==> config.mk <==
export PLATFORM = sky130hd
export DESIGN_NAME = seg7_scan_drv
export DESIGN_NICKNAME = d
export VERILOG_FILES = /design/src/rtl/seg7_scan_drv.sv
export SDC_FILE = /design/constraint.sdc
export NUM_CORES = 1
export LEC_CHECK = 0
export ABC_AREA = 0
export CAP_MARGIN = 10
export CELL_PAD_IN_SITES_DETAIL_PLACEMENT = 0
export CELL_PAD_IN_SITES_GLOBAL_PLACEMENT = 1
export CORE_MARGIN = 2
export CORE_UTILIZATION = 51
export CTS_CLUSTER_SIZE = 16
export DETAILED_ROUTE_END_ITERATION = 6
export DONT_BUFFER_PORTS = 1
export PLACE_DENSITY = 0.82
export SYNTH_ARGS = -nofsm -noshare
export SYNTH_HDL_FRONTEND = slang
export SYNTH_SLANG_ARGS = --single-unit
==> constraint.sdc <==
create_clock -name clk -period 4 [get_ports clk]
set_input_delay 0.2 -clock clk [delete_from_list [all_inputs] [get_ports clk]]
set_output_delay 0.2 -clock clk [all_outputs]
set_load 0.01 [all_outputs]
==> src/rtl/seg7_scan_drv.sv <==
// Four-digit 7-segment scan driver. It takes a 16-bit packed BCD word (4'hF = blank) and
// time-multiplexes it onto a common-anode display. The BCD and decimal-point inputs are
// snapshotted once per frame so that a frame never mixes old and new digits. The pins are
// driven from registers.
module seg7_scan_drv #(
  parameter int unsigned REFRESH_DIV    = 31250,
  parameter bit          SEG_ACTIVE_LOW = 1'b1,
  parameter bit          AN_ACTIVE_LOW  = 1'b1
) (
  input  logic        clk,
  input  logic        rst,
  input  logic [15:0] bcd,
  input  logic [3:0]  dp,
  input  logic        en,
  output logic [3:0]  an,
  output logic [6:0]  seg,
  output logic        dp_o,
  output logic        frame_done
);

  localparam int unsigned PresW   = (REFRESH_DIV > 1) ? $clog2(REFRESH_DIV) : 1;
  localparam logic [PresW-1:0] PresMax = PresW'(REFRESH_DIV - 1);

  // Pin levels that mean "off"; a logical value is XOR-ed with these to get the pin value.
  localparam logic [3:0] AnOff  = {4{AN_ACTIVE_LOW}};
  localparam logic [6:0] SegOff = {7{SEG_ACTIVE_LOW}};
  localparam logic       DpOff  = SEG_ACTIVE_LOW;

  logic [PresW-1:0] prescaler_q;
  logic [1:0]       sel_q;
  logic [15:0]      shadow_bcd_q;
  logic [3:0]       shadow_dp_q;
  logic             load_pending_q;
  logic             frame_done_q;
  logic [3:0]       an_q;
  logic [6:0]       seg_q;
  logic             dp_q;

  logic       tick;
  logic       boundary;
  logic [3:0] nibble;
  logic       dp_sel;
  logic [3:0] an_log;
  logic [6:0] seg_log;
  logic [3:0] an_d;
  logic [6:0] seg_d;
  logic       dp_d;

  assign tick     = (prescaler_q == PresMax);
  assign boundary = tick && (sel_q == 2'd3);

  // Pick the slot's nibble, decimal point and anode. Slot 0 is the leftmost digit.
  always_comb begin
    nibble = 4'hF;
    dp_sel = 1'b0;
    an_log = 4'b0000;
    unique case (sel_q)
      2'd0: begin nibble = shadow_bcd_q[15:12]; dp_sel = shadow_dp_q[3]; an_log = 4'b1000; end
      2'd1: begin nibble = shadow_bcd_q[11:8];  dp_sel = shadow_dp_q[2]; an_log = 4'b0100; end
      2'd2: begin nibble = shadow_bcd_q[7:4];   dp_sel = shadow_dp_q[1]; an_log = 4'b0010; end
      2'd3: begin nibble = shadow_bcd_q[3:0];   dp_sel = shadow_dp_q[0]; an_log = 4'b0001; end
      default: ;
    endcase
  end

  // Decode the nibble to logical segments {g..a}. A..E show a dash and F shows a blank digit.
  always_comb begin
    seg_log = 7'h00;
    case (nibble)
      4'h0: seg_log = 7'h3F;
      4'h1: seg_log = 7'h06;
      4'h2: seg_log = 7'h5B;
      4'h3: seg_log = 7'h4F;
      4'h4: seg_log = 7'h66;
      4'h5: seg_log = 7'h6D;
      4'h6: seg_log = 7'h7D;
      4'h7: seg_log = 7'h07;
      4'h8: seg_log = 7'h7F;
      4'h9: seg_log = 7'h6F;
      4'hF: seg_log = 7'h00;
      default: seg_log = 7'h40;
    endcase
  end

  // Blank everything when the display is off, then map the logical values to pin polarity.
  always_comb begin
    an_d  = AnOff;
    seg_d = SegOff;
    dp_d  = DpOff;
    if (en) begin
      an_d  = an_log ^ AnOff;
      seg_d = seg_log ^ SegOff;
      dp_d  = dp_sel ^ DpOff;
    end
  end

  // Prescaler, slot select, frame snapshot and the registered pin stage.
  always_ff @(posedge clk) begin
    if (rst) begin
      prescaler_q    <= '0;
      sel_q          <= 2'd0;
      shadow_bcd_q   <= 16'hFFFF;
      shadow_dp_q    <= 4'h0;
      load_pending_q <= 1'b1;
      frame_done_q   <= 1'b0;
      an_q           <= AnOff;
      seg_q          <= SegOff;
      dp_q           <= DpOff;
    end else begin
      prescaler_q <= tick ? '0 : prescaler_q + PresW'(1);
      if (tick) begin
        sel_q <= sel_q + 2'd1;  // 3 wraps to 0 at the frame boundary
      end
      // Capture once right after reset and again at each frame boundary.
      if (boundary || load_pending_q) begin
        shadow_bcd_q <= bcd;
        shadow_dp_q  <= dp;
      end
      load_pending_q <= 1'b0;
      frame_done_q   <= boundary;
      an_q           <= an_d;
      seg_q          <= seg_d;
      dp_q           <= dp_d;
    end
  end

  assign an         = an_q;
  assign seg        = seg_q;
  assign dp_o       = dp_q;
  assign frame_done = frame_done_q;

endmodule
==> out/qor.txt <==
clock slew at reported path FFs: 0.08 ns
Post-Synthesis Cell Area: 2332 um2
worst slew pin tran: 0.8806 ns
Routed WL: 4061 um
R2R cell count: 8
Slowest cell on crit path: mux2i_1
Worst slew margin: 39.61%
Die W: 71.63 um
pwr dens: 373.6 nW/um2
Worst-Skew Late Latency: 0.30 ns
post-synthesis mux area share: 12.07%
# IOs: 36
clock root buffer: clkbuf_8
Pre-Repair DR Iteration Count: 6
top cell family by delay on the critical path: adder cells
crit-path max FO: 8
antenna viol nets, final: 0
synth unique cells: 34
first-pass GRT wire length: 7100 um
synthesized area per cell: 9.329 um2
Std-Cell Rows: 24
top-area cell type share of the netlist area: 43.78%
Simple-Gate Fraction of Synth Area: 23.02%
Max Slew Vio Count: 0
setup TNS: 0 ns
# clock sinks: 51
Initial Utilization: 53.20%
Fin. Hold Viols: 0
Post-synth EDFFs: 0
HP Class: input pin to register
area of the die: 5130 um2
GRT Util Overall: 17.69%
final period utilization: 57.45%
WL per Instance: 13.58 um
xor/xnor share of the synthesized area: 5.258%
GPL Wtd Cong: 0.8424
Max clock buf depth: 2
Port Buffers: 0
Num CTS Buffers: 5
# setup viols final: 0
CP startpoint kind: register
hold path depth: 2
Tot Pwr: 913.0 uW
Non-Filler Instances: 299
htree depth: 2
Worst Skew: 0.01237 ns
final net count: 280
# DRC: 0
# diodes: 0
P&R area growth vs syn: 4.775%
max_cap viols: 0
CP peak stage delay: 0.59 ns
Cell Chain, Critical Path: inv_1 > ha_1 > mux2i_1 > inv_1 > ha_1 > inv_1 > mux2i_1 > a22oi_1
critical path's most frequent cell: inv_1
Post-CTS Setup Bufs: 0
vias: 1615
syn nets: 284
Via density: 5.401
Arrival @ worst endpoint: 2.51 ns
CTS tree: built
final worst slack: 1.702 ns
Seq/Total Area, Yosys: 43.78%
Yosys Warn Count: 0
CP Depth: 8
Worst Path Buf+Inv: 3
#FFs+latches synth: 51
dpl ws: 1.736 ns
dpl hpwl: 2876 um
dpl cells: 290
leakage power: 0.001046 uW
post-synthesis compound-gate area fraction: 5.472%
most common cell in the netlist: nor2_1
vias in the first global route: 1535
fraction of registers with async set/reset: 0%
GR Overflow Total: 0
starting DRC count in detailed routing: 140
unrepaired setup endpoints after global routing: no
fraction of the mapped netlist area in adder cells: 5.901%
largest cells by area after synthesis: dfxtp_1 (44%), mux2i_1 (12%), nor2_1 (8.9%)
share of cells above drive strength 1: 4.858%
core area: 4384 um2
antenna violations before repair: 0
chip height: 71.63 um
status: complete, no violations
Primary FF master, synth: dfxtp_1
crit end category: register
largest net degree at the start of global routing: 45
Fmax: 0.4351 GHz
leading area contributor after synthesis: dfxtp_1
crit path kind: register to register
top post-synthesis cells by count: nor2_1 (55), dfxtp_1 (51), mux2i_1 (27)
Max VDD drop: 0.2737 mV
Post-Synthesis Cells: 250
Critical Path RT: 4.21 ns
fillers: 425
minimum clock period: 2.298 ns
dominant combinational cell family by area after synthesis: simple AND/OR/NAND/NOR gates
==> report_power, final <==
group	internal [uW]	total, uW	switching [uW]
clock network	158	315	157
logic	26.6	59.4	32.8
registers	526	539	12.8
==> path summary, 6_finish.rpt <==
kind	end	slack (ns)	start
setup / recovery	seg[5]$_SDFF_PP1_	1.70	sel_q[0]$_SDFFE_PP0N_
hold / removal	shadow_dp_q[2]$_SDFFE_PP0P_	0.04	dp[2]
setup reg to reg	seg[5]$_SDFF_PP1_	1.70	sel_q[0]$_SDFFE_PP0N_
hold reg to reg	shadow_dp_q[3]$_SDFFE_PP0P_	0.49	shadow_dp_q[3]$_SDFFE_PP0P_
==> cells by family (layout without fill, tap and decap cells) <==
family	Yosys count	count (layout)
and+or+nand+nor	106	106
adders and majority gates	11	11
xor gates and xnor gates	14	14
buffers and inverters	23	20
AOI/OAI and AO/OA	17	17
muxes	28	28
DFF	51	51
==> layout make-up <==
type / instances / area, um2 / share of cell area, %
clock buffer: 8 / 100.1 / 4.096
multi-input combinational: 176 / 1206 / 49.36
inverter: 11 / 41.29 / 1.690
timing repair buffer: 1 / 10.01 / 0.4096
sequential: 51 / 1021 / 41.78
tap: 52 / 65.06 / 2.663
==> worst register-to-register path, stage by stage (launching register included) <==
cell,delay (ns)
dfxtp_1,0.34
inv_1,0.12
ha_1,0.41
mux2i_1,0.59
inv_1,0.18
ha_1,0.23
inv_1,0.05
mux2i_1,0.05
a22oi_1,0.23
==> state kept, by name, summed over array words and instances, names as in the netlist <==
register,flops
prescaler_q,15
dp_o,1
sel_q,2
load_pending_q,1
shadow_bcd_q,16
shadow_dp_q,4
frame_done,1
an,4
seg,7
==> per-stage QoR <==
step / cell area, um2 / hold WS (ns) / utilization (%)
finish: 2444 / 0.03995 / 55.74
detailed placement: 2333 / 0.2297 / 53.22
global placement: 2333 / 0.2299 / 53.22
floorplan: 2332 / 0.2277 / -
CTS: 2444 / 0.03182 / 55.74
global route: 2444 / 0.04275 / 55.74
==> timing repair <==
item	CTS	global route
hold endpoints to repair	4	0
resized for setup	0	0
hold buffers	1	0
==> placed cells by master (no fill, tap or decap), types with 2 or more instances in the layout <==
cell type,instances
nor3_1,4
a21oi_1,3
nor2_1,55
xnor2_1,7
and3_1,2
nor4b_1,2
ha_1,11
nand2_1,9
clkbuf_8,7
o31ai_1,2
nand4_1,6
a222oi_1,5
and2_1,2
nor3b_1,2
mux2i_1,27
nand2b_1,10
dfxtp_1,51
inv_1,11
nand3_1,4
and4_1,2
nor2b_1,2
xor2_1,7
o21ai_0,3
a22oi_1,3
==> metal layers <==
layer	global-route usage (%)	routed length, um	vias up
li1	-	-	844
met1	26.26	2151	728
met2	24.90	1650	38
met3	4.782	203	5
met4	5.660	56	0
met5	0	0	-
Note: power is estimated with default switching activity, not from simulation.
